===== config.mk =====
export PLATFORM = sky130hd
export DESIGN_NAME = uart_rx_byte
export DESIGN_NICKNAME = d
export VERILOG_FILES = /design/src/rtl/uart_rx_byte.sv
export SDC_FILE = /design/constraint.sdc
export NUM_CORES = 1
export LEC_CHECK = 0
export ABC_CLOCK_PERIOD_IN_PS = 2000
export BUFFER_PORTS_ARGS = -buffer_cell sky130_fd_sc_hd__buf_2
export CAP_MARGIN = 20
export CORE_ASPECT_RATIO = 1.5
export CORE_UTILIZATION = 50
export DETAILED_ROUTE_END_ITERATION = 6
export PLACE_DENSITY_LB_ADDON = 0.3
export SLEW_MARGIN = 20
export SYNTH_ARGS = -nofsm -noshare
export SYNTH_HDL_FRONTEND = slang
export SYNTH_SLANG_ARGS = --single-unit

===== constraint.sdc =====
create_clock -name clk -period 2 [get_ports clk]
set_input_delay 0.4 -clock clk [delete_from_list [all_inputs] [get_ports clk]]
set_output_delay 0.4 -clock clk [all_outputs]
set_load 0.02 [all_outputs]

===== src/rtl/uart_rx_byte.sv =====
// uart_rx_byte
// Serial receive front end: turns the asynchronous rx line into parallel
// bytes using mid-bit sampling, an optional even-parity check and a stop-bit
// check. Each completed frame lands in a one-entry valid/ready output
// register. Parity and framing errors travel with the byte. A frame that
// completes while the register is still full is dropped and flagged.
//
// Parameters
//   BR          clock cycles per bit (>= 4)
//   DATA_WIDTH  data bits per frame, LSB first (>= 2)
//   PARITY_EN   1 = even parity bit follows the data, 0 = no parity bit
//
// Ports
//   clk         single clock, rising edge
//   rst         asynchronous active-high reset
//   rx          asynchronous serial input, idle high
//   rx_data     received byte, valid while rx_vld
//   rx_vld      output register holds an unconsumed byte
//   rx_rdy      consumer accepts the byte when rx_vld && rx_rdy
//   parity_err  parity mismatch for rx_data (0 when PARITY_EN=0)
//   frame_err   stop bit of rx_data was sampled low
//   overrun     one-cycle pulse: completed frame dropped, register was full
module uart_rx_byte #(
  parameter int BR         = 434,
  parameter int DATA_WIDTH = 8,
  parameter int PARITY_EN  = 1
) (
  input  logic                  clk,
  input  logic                  rst,
  input  logic                  rx,
  output logic [DATA_WIDTH-1:0] rx_data,
  output logic                  rx_vld,
  input  logic                  rx_rdy,
  output logic                  parity_err,
  output logic                  frame_err,
  output logic                  overrun
);

  localparam int BR_W  = $clog2(BR);
  localparam int BIT_W = (DATA_WIDTH > 1) ? $clog2(DATA_WIDTH) : 1;

  localparam logic [BR_W-1:0]  BR_LAST   = BR_W'(BR - 1);
  localparam logic [BR_W-1:0]  HALF_LAST = BR_W'(BR / 2 - 1);
  localparam logic [BIT_W-1:0] BIT_LAST  = BIT_W'(DATA_WIDTH - 1);

  typedef enum logic [2:0] {
    WAIT_HIGH,
    IDLE,
    START,
    DATA,
    PARITY,
    STOP
  } state_t;

  state_t state;
  state_t state_n;

  logic                  sync_a;
  logic                  sync_b;
  logic                  rx_s;
  logic [BR_W-1:0]       br_cnt;
  logic [BIT_W-1:0]      bit_cnt;
  logic [DATA_WIDTH-1:0] shift_reg;
  logic                  perr;

  logic                  sample_data;
  logic                  sample_par;
  logic                  sample_stop;
  logic                  br_clr;
  logic                  load;
  logic                  drop;

  // Two-flop synchronizer; resets to the idle (high) line level so that
  // reset release never looks like a start edge.
  always_ff @(posedge clk or posedge rst) begin
    if (rst) begin
      sync_a <= 1'b1;
      sync_b <= 1'b1;
    end else begin
      sync_a <= rx;
      sync_b <= sync_a;
    end
  end

  assign rx_s = sync_b;

  always_ff @(posedge clk or posedge rst) begin
    if (rst) begin
      state  <= WAIT_HIGH;
      br_cnt <= '0;
    end else begin
      state  <= state_n;
      br_cnt <= br_clr ? '0 : br_cnt + 1'b1;
    end
  end

  // Next-state and sample strobes. The START sample lands mid start bit;
  // every later sample is one full bit period on, so all of them are mid-bit.
  always_comb begin
    state_n     = state;
    sample_data = 1'b0;
    sample_par  = 1'b0;
    sample_stop = 1'b0;
    case (state)
      WAIT_HIGH: begin
        if (rx_s) state_n = IDLE;
      end
      IDLE: begin
        if (!rx_s) state_n = START;
      end
      START: begin
        if (br_cnt == HALF_LAST) state_n = rx_s ? IDLE : DATA;
      end
      DATA: begin
        if (br_cnt == BR_LAST) begin
          sample_data = 1'b1;
          if (bit_cnt == BIT_LAST) state_n = (PARITY_EN != 0) ? PARITY : STOP;
        end
      end
      PARITY: begin
        if (br_cnt == BR_LAST) begin
          sample_par = 1'b1;
          state_n    = STOP;
        end
      end
      STOP: begin
        if (br_cnt == BR_LAST) begin
          sample_stop = 1'b1;
          // A low stop bit may be a break; wait for the line to return high.
          state_n     = rx_s ? IDLE : WAIT_HIGH;
        end
      end
      default: state_n = WAIT_HIGH;
    endcase
  end

  // The bit timer restarts on every state change and at each data sample,
  // since DATA stays in one state across all data bits.
  assign br_clr = (state_n != state) || sample_data ||
                  (state == IDLE) || (state == WAIT_HIGH);

  // A finished frame loads if the register is empty or is being emptied
  // in this same cycle; otherwise it is dropped.
  assign load = sample_stop && (!rx_vld || rx_rdy);
  assign drop = sample_stop && rx_vld && !rx_rdy;

  always_ff @(posedge clk or posedge rst) begin
    if (rst) begin
      bit_cnt   <= '0;
      shift_reg <= '0;
      perr      <= 1'b0;
    end else begin
      if (state != DATA) begin
        bit_cnt <= '0;
      end else if (sample_data) begin
        bit_cnt <= bit_cnt + 1'b1;
      end
      // New bits enter at the MSB so the first (LSB) bit ends up at bit 0.
      if (sample_data) begin
        shift_reg <= {rx_s, shift_reg[DATA_WIDTH-1:1]};
      end
      if (state == IDLE) begin
        perr <= 1'b0;
      end else if (sample_par) begin
        perr <= (^shift_reg) ^ rx_s;
      end
    end
  end

  always_ff @(posedge clk or posedge rst) begin
    if (rst) begin
      rx_data    <= '0;
      rx_vld     <= 1'b0;
      parity_err <= 1'b0;
      frame_err  <= 1'b0;
      overrun    <= 1'b0;
    end else begin
      overrun <= drop;
      if (load) begin
        rx_data    <= shift_reg;
        parity_err <= perr;
        frame_err  <= ~rx_s;
        rx_vld     <= 1'b1;
      end else if (rx_vld && rx_rdy) begin
        rx_vld <= 1'b0;
      end
    end
  end

endmodule

[Word-level counts from Yosys, hierarchy flattened]
Index checks and enable logic that the tools add are counted.
Storage, ports and cells
  bits in registers: 38
  bits of input ports: 4
  word-level logic and storage cells: 62
Operators by class
  $add $sub $neg: 2
  equal/unequal tests: 10
  multiplexer cells: 21
  bitwise operators: 2
  reduce and logical (&&, ||, !) cells: 15
Operators by type and width (number)
  $mux W3: 9
  $pmux W3 S6: 1
  $add A9 B1 Y9 const B: 1
  $eq A3 B3 Y1 const B: 3
  $eq A9 B8 Y1 const B: 1
  $eq A9 B9 Y1 const B: 1
  $mux W1: 9
  $mux W9: 1
  $reduce_xor A8 Y1: 1
  $eq A3 B2 Y1 const B: 2
  $reduce_bool A2 Y1: 3
  $logic_and A1 B1 Y1: 4
  $logic_or A1 B1 Y1: 4
  $add A3 B1 Y3 const B: 1
  $eq A3 B1 Y1 const B: 1
  $logic_not A3 Y1: 1
  $ne A3 B2 Y1 const B: 1
  $ne A3 B3 Y1: 1
  $logic_not A1 Y1: 2
  $mux W2: 1
  $not A1 Y1: 1
  $xor A1 B1 Y1: 1

[Logic depth before layout (Yosys ltp)]
  depth after elaboration: 9
  gate-level depth with buffers: 8
  depth with buffers taken out: 6

[Least setup slack after synthesis]
Ideal clock, no wire load.
  path type: reg2reg
  start point: register br_cnt[1]
  end point: register shift_reg[0]
  library setup time: 125 ps
  arrival: 1654 ps
  slack: 221 ps
  cell stages (with the launch flop): 9
  clock period less this slack: 1779 ps
  cell sequence: dfrtp_1 inv_1 ha_1 and4bb_1 buf_6 nand2_4 nor2_4 buf_4 mux2_2
Between the ends
  longest elaborated chain between the ends: 3
RTL lines
  start, declared: line 61  | logic [BR_W-1:0] br_cnt;
  start signal, assigned: line 93  | br_cnt <= br_clr ? '0 : br_cnt + 1'b1;
  $eq A9 B9 Y1: line 115  | if (br_cnt == BR_LAST) begin
  $mux W1: line 115
  $mux W1: line 104  | case (state)
  end signal, assigned: line 160  | shift_reg <= {rx_s, shift_reg[DATA_WIDTH-1:1]};
  end, declared: line 63  | logic [DATA_WIDTH-1:0] shift_reg;
Every way passes these cells.
A chain may end at the register's enable or synchronous reset.

[Worst setup path after layout]
  start point: register br_cnt[1]
  end point: register rx_data[1]
Between the ends
  longest elaborated chain between the ends: 4
RTL lines
  $eq A9 B9 Y1: line 127  | if (br_cnt == BR_LAST) begin
  $mux W1: line 127
  $mux W1: line 104
  $logic_and A1 B1 Y1: line 144  | assign load = sample_stop && (!rx_vld || rx_rdy);
  end signal, assigned: line 180  | rx_data <= shift_reg;
  end, declared: line 31  | output logic [DATA_WIDTH-1:0] rx_data,
Every way passes these cells.

==> metrics.md <==
| Metric | Value |
|---|---|
| Max reg flops | `9` |
| Worst-case setup slack after placement | `approximately 0.11 ns` |
| Number of levels the H-tree was split into | `2` |
| Num CTS Buffers | `5` |
| Layout cells sized above 1 | `0.3387` |
| Die H | `76.79 um` |
| Horizontal extent of the die | `a little over 50 um` |
| Number of synthesized register bits | `38` |
| Clock edge transition at the registers on the reported setup and hold paths | `0.07 ns` |
| Standard cell core area | `roughly 0.0035 mm2` |
| Antenna diode count | `0` |
| Minimum period implied by the final worst setup slack | `2.001 ns` |
| Non-filler instance count after layout | `between 200 and 250` |
| Final slew viol count | `0` |
| Number of vias per cell | `between 5 and 6` |
| Standby leakage power | `1.102 nW` |
| Number of I/O pins | `16` |
| Residual overflow from global routing | `0` |
| Final Routed Wirelength | `approximately 3.6 mm` |
| Setup repair after global routing missed its margin | `true` |
| Routed wirelength normalized by instance count | `15.75 um` |
| Worst relative slew slack | `0.6831` |
| Deepest clock path buffer count | `2` |
| Number of filler instances in the final layout | `272` |
| Pin count of the biggest net entering global routing | `39` |
| Top sig layer | `met4` |
| Setup skew after layout | `0.008395 ns` |
| Count of mapped cells out of synthesis | `around 160` |
| Sequential cell area fraction in the yosys report | `0.5114` |
| Final routed DRC violation total | `0` |
| Post-synthesis to final-layout area growth | `20.07%` |
| Startpoint type of the worst setup path | `flop` |
| Total number of vias | `1299` |
| Worst hold slack | `between 0.15 and 0.2 ns` |
| Routed wl met2 | `1.915 mm` |
| First-pass GRT wire length | `6.134 mm` |
| Placed Cells incl. Taps | `215` |
| Share of the cycle needed by the critical path after routing | `1.000` |
| Required @ worst endpoint | `2.18 ns` |
| Average cell area after synthesis | `11.73 um2` |
| First-iteration detailed-routing DRC count | `36` |
| Post-DP HPWL | `2.481 mm` |
| Cell depth of the worst flop-to-flop path | `7` |
| Count of input and output buffers | `15` |
| CTS Hold Bufs | `0` |
| Post-synthesis instance area | `0.001864 mm2` |
| Leading post-synthesis cells by cell area | `dfrtp_1, mux2_2, xnor2_1` |
| Library cell used as clock root buffer | `clkbuf_8` |
| Routability-driven placement congestion ratio | `0.8762` |
| Cell row count | `26` |
| Achievable clock frequency | `499.8 MHz` |
| Clock sink count | `38` |
| Die Outline Area | `0.003982 mm2` |
| TritonRoute pass-1 iters | `4` |
| Worst r2r dst | `rx_data[1]$_DFFE_PP0P_` |
| Worst VDD drop | `1.034 mV` |
| Number of antenna violations at the first check in global routing | `0` |
| Violations in the final reports | `setup timing` |
| Clk Latency, worst-skew pair | `0.30 ns` |
| Vias in the first global route | `about 1300` |
| Transition time at the pin with the least slew margin | `between 0.4 and 0.5 ns` |
| Detailed route wirelength on metal3 | `approximately 110 um` |
| Yosys Warn Count | `0` |
| Final count of hold timing violations | `0` |
| Proportion of netlist area held by the largest area contributor | `0.4832` |
| Worst reg2reg startpoint | `br_cnt[1]$_DFF_PP0_` |
| CTS tree | `yes` |
| Cell area after layout | `0.002238 mm2` |
| Post-DRT Antenna Nets | `0` |
| Detailed-routing wirelength on met1 | `1.509 mm` |
| CP Class | `flop to flop` |
| Arrival time at the worst endpoint | `2.18 ns` |
| Total cell area at the placement stage | `roughly 0.002 mm2` |
| Setup-failing EPs final | `1` |
| Number of nets in the synthesized netlist | `168` |
| Critical Path End Type | `flop` |
| Starting Density | `0.5356` |
| Power per Cell Area | `976.5 mW/mm2` |
| Number of unique standard cell types used by synthesis | `38` |
| Highest net fanout along the worst path | `5` |
| Hold Path Class | `input pin to asynchronous set/reset pin` |
| Total track usage | `0.2068` |
| R2R setup slack | `-0.001 ns` |
| Library cell with the largest summed area after synthesis | `dfrtp_1` |
| Maxcap violations | `0` |
| Number of nets in the layout | `194` |
| Outcome | `finished, violations left` |
| Post-layout worst setup margin | `-0.0009814 ns` |
==> layout make-up <==
type	instances	area [um2]	share of cell area
repair buffers	26	165.2	0.07378
multi-input cells	108	905.9	0.4047
clock buffers	5	68.82	0.03074
well taps	42	52.55	0.02348
clock inverters	3	68.82	0.03074
inverters	6	22.52	0.01006
flip-flops and latches	38	954.7	0.4265
==> critical path, cell delays in order, from the launching register on <==
cell,delay [ns]
dfrtp_1,0.39
inv_2,0.08
ha_4,0.12
and4b_1,0.18
nand4_1,0.17
nor4b_4,0.45
buf_6,0.18
mux2_2,0.32
==> cell usage in the layout, fill, tap and decap left out, drive strengths merged, types with 3 or more instances in the layout <==
master	synthesis	layout
and4b	3	3
nand2	13	13
nor4	6	6
xnor2	9	9
nand3	7	7
nand2b	3	3
mux2	18	18
ha	5	5
dfrtp	36	36
a21oi	4	4
clkbuf	0	5
nor2	9	9
xor2	5	5
inv	6	6
buf	7	26
nor3	4	4
==> cell usage after synthesis (all sizes together) <==
| cell | instances |
|---|---|
| and4bb | 2 |
| xnor2 | 9 |
| ha | 5 |
| o41ai | 1 |
| dfrtp | 36 |
| o32ai | 1 |
| dfstp | 2 |
| a221oi | 1 |
| nand4 | 2 |
| nor3 | 4 |
| a21oi | 4 |
| a21o | 1 |
| a32oi | 1 |
| nor4b | 2 |
| inv | 6 |
| o22ai | 2 |
| o21ai | 2 |
| nand2b | 3 |
| a31o | 1 |
| mux2 | 18 |
| nand2 | 13 |
| a31oi | 2 |
| nor2b | 2 |
| and4b | 3 |
| nand3 | 7 |
| nor2 | 9 |
| xor2 | 5 |
| buf | 7 |
| a211oi | 1 |
| nor4 | 6 |
| xnor3 | 1 |
==> repair_timing <==
item / 4_1_cts / 5_1_grt
gates resized for setup: 0 / 18
setup buffers: 0 / 4
setup endpoints to repair: 0 / 15
==> power breakdown <==
| group | switching, mW | internal, mW | leakage (nW) | total [mW] |
|---|---|---|---|---|
| sequential | 0.109 | 0.856 | 0.502 | 0.965 |
| combinational | 0.230 | 0.211 | 0.532 | 0.441 |
| clock | 0.280 | 0.499 | 0.0683 | 0.780 |
==> per-layer routing <==
layer  global-route usage  vias to the layer above
met5                    0                        -
met4              0.07838                        0
met3              0.05556                        4
met2               0.3397                       27
met1               0.2507                      650
li1                     -                      618
==> how the worst max path moves through the flow <==
stage,to,from,cells past startpoint
floorplan,shift_reg[0]$_DFFE_PP0P_,br_cnt[1]$_DFF_PP0_,8
global placement,shift_reg[3]$_DFFE_PP0P_,br_cnt[1]$_DFF_PP0_,6
detailed placement,rx_data[0]$_DFFE_PP0P_,br_cnt[1]$_DFF_PP0_,7
CTS,rx_data[0]$_DFFE_PP0P_,br_cnt[1]$_DFF_PP0_,7
global route,rx_data[0]$_DFFE_PP0P_,br_cnt[1]$_DFF_PP0_,7
finish,rx_data[1]$_DFFE_PP0P_,br_cnt[1]$_DFF_PP0_,7
==> cells by family (layout without fill, tap and decap cells) <==
logic type / after synthesis / after routing / share of synthesized area
and+or+nand+nor: 53 / 53 / 0.1678
DFF: 38 / 38 / 0.5114
muxes: 18 / 18 / 0.1087
AOI/OAI and AO/OA: 17 / 17 / 0.06511
xor gates and xnor gates: 15 / 15 / 0.07785
buffers and inverters: 13 / 40 / 0.03557
adders and majority gates: 5 / 5 / 0.03356
==> metrics by stage <==
stage,setup TNS [ns],power (mW),utilization
floorplan,0,1.224,-
global placement,0,1.299,0.5744
detailed placement,0,1.330,0.5744
CTS,0,2.117,0.6139
global route,-0.6527,2.306,0.6431
finish,-0.0009814,2.186,0.6431
(Power assumes the default switching activity.)
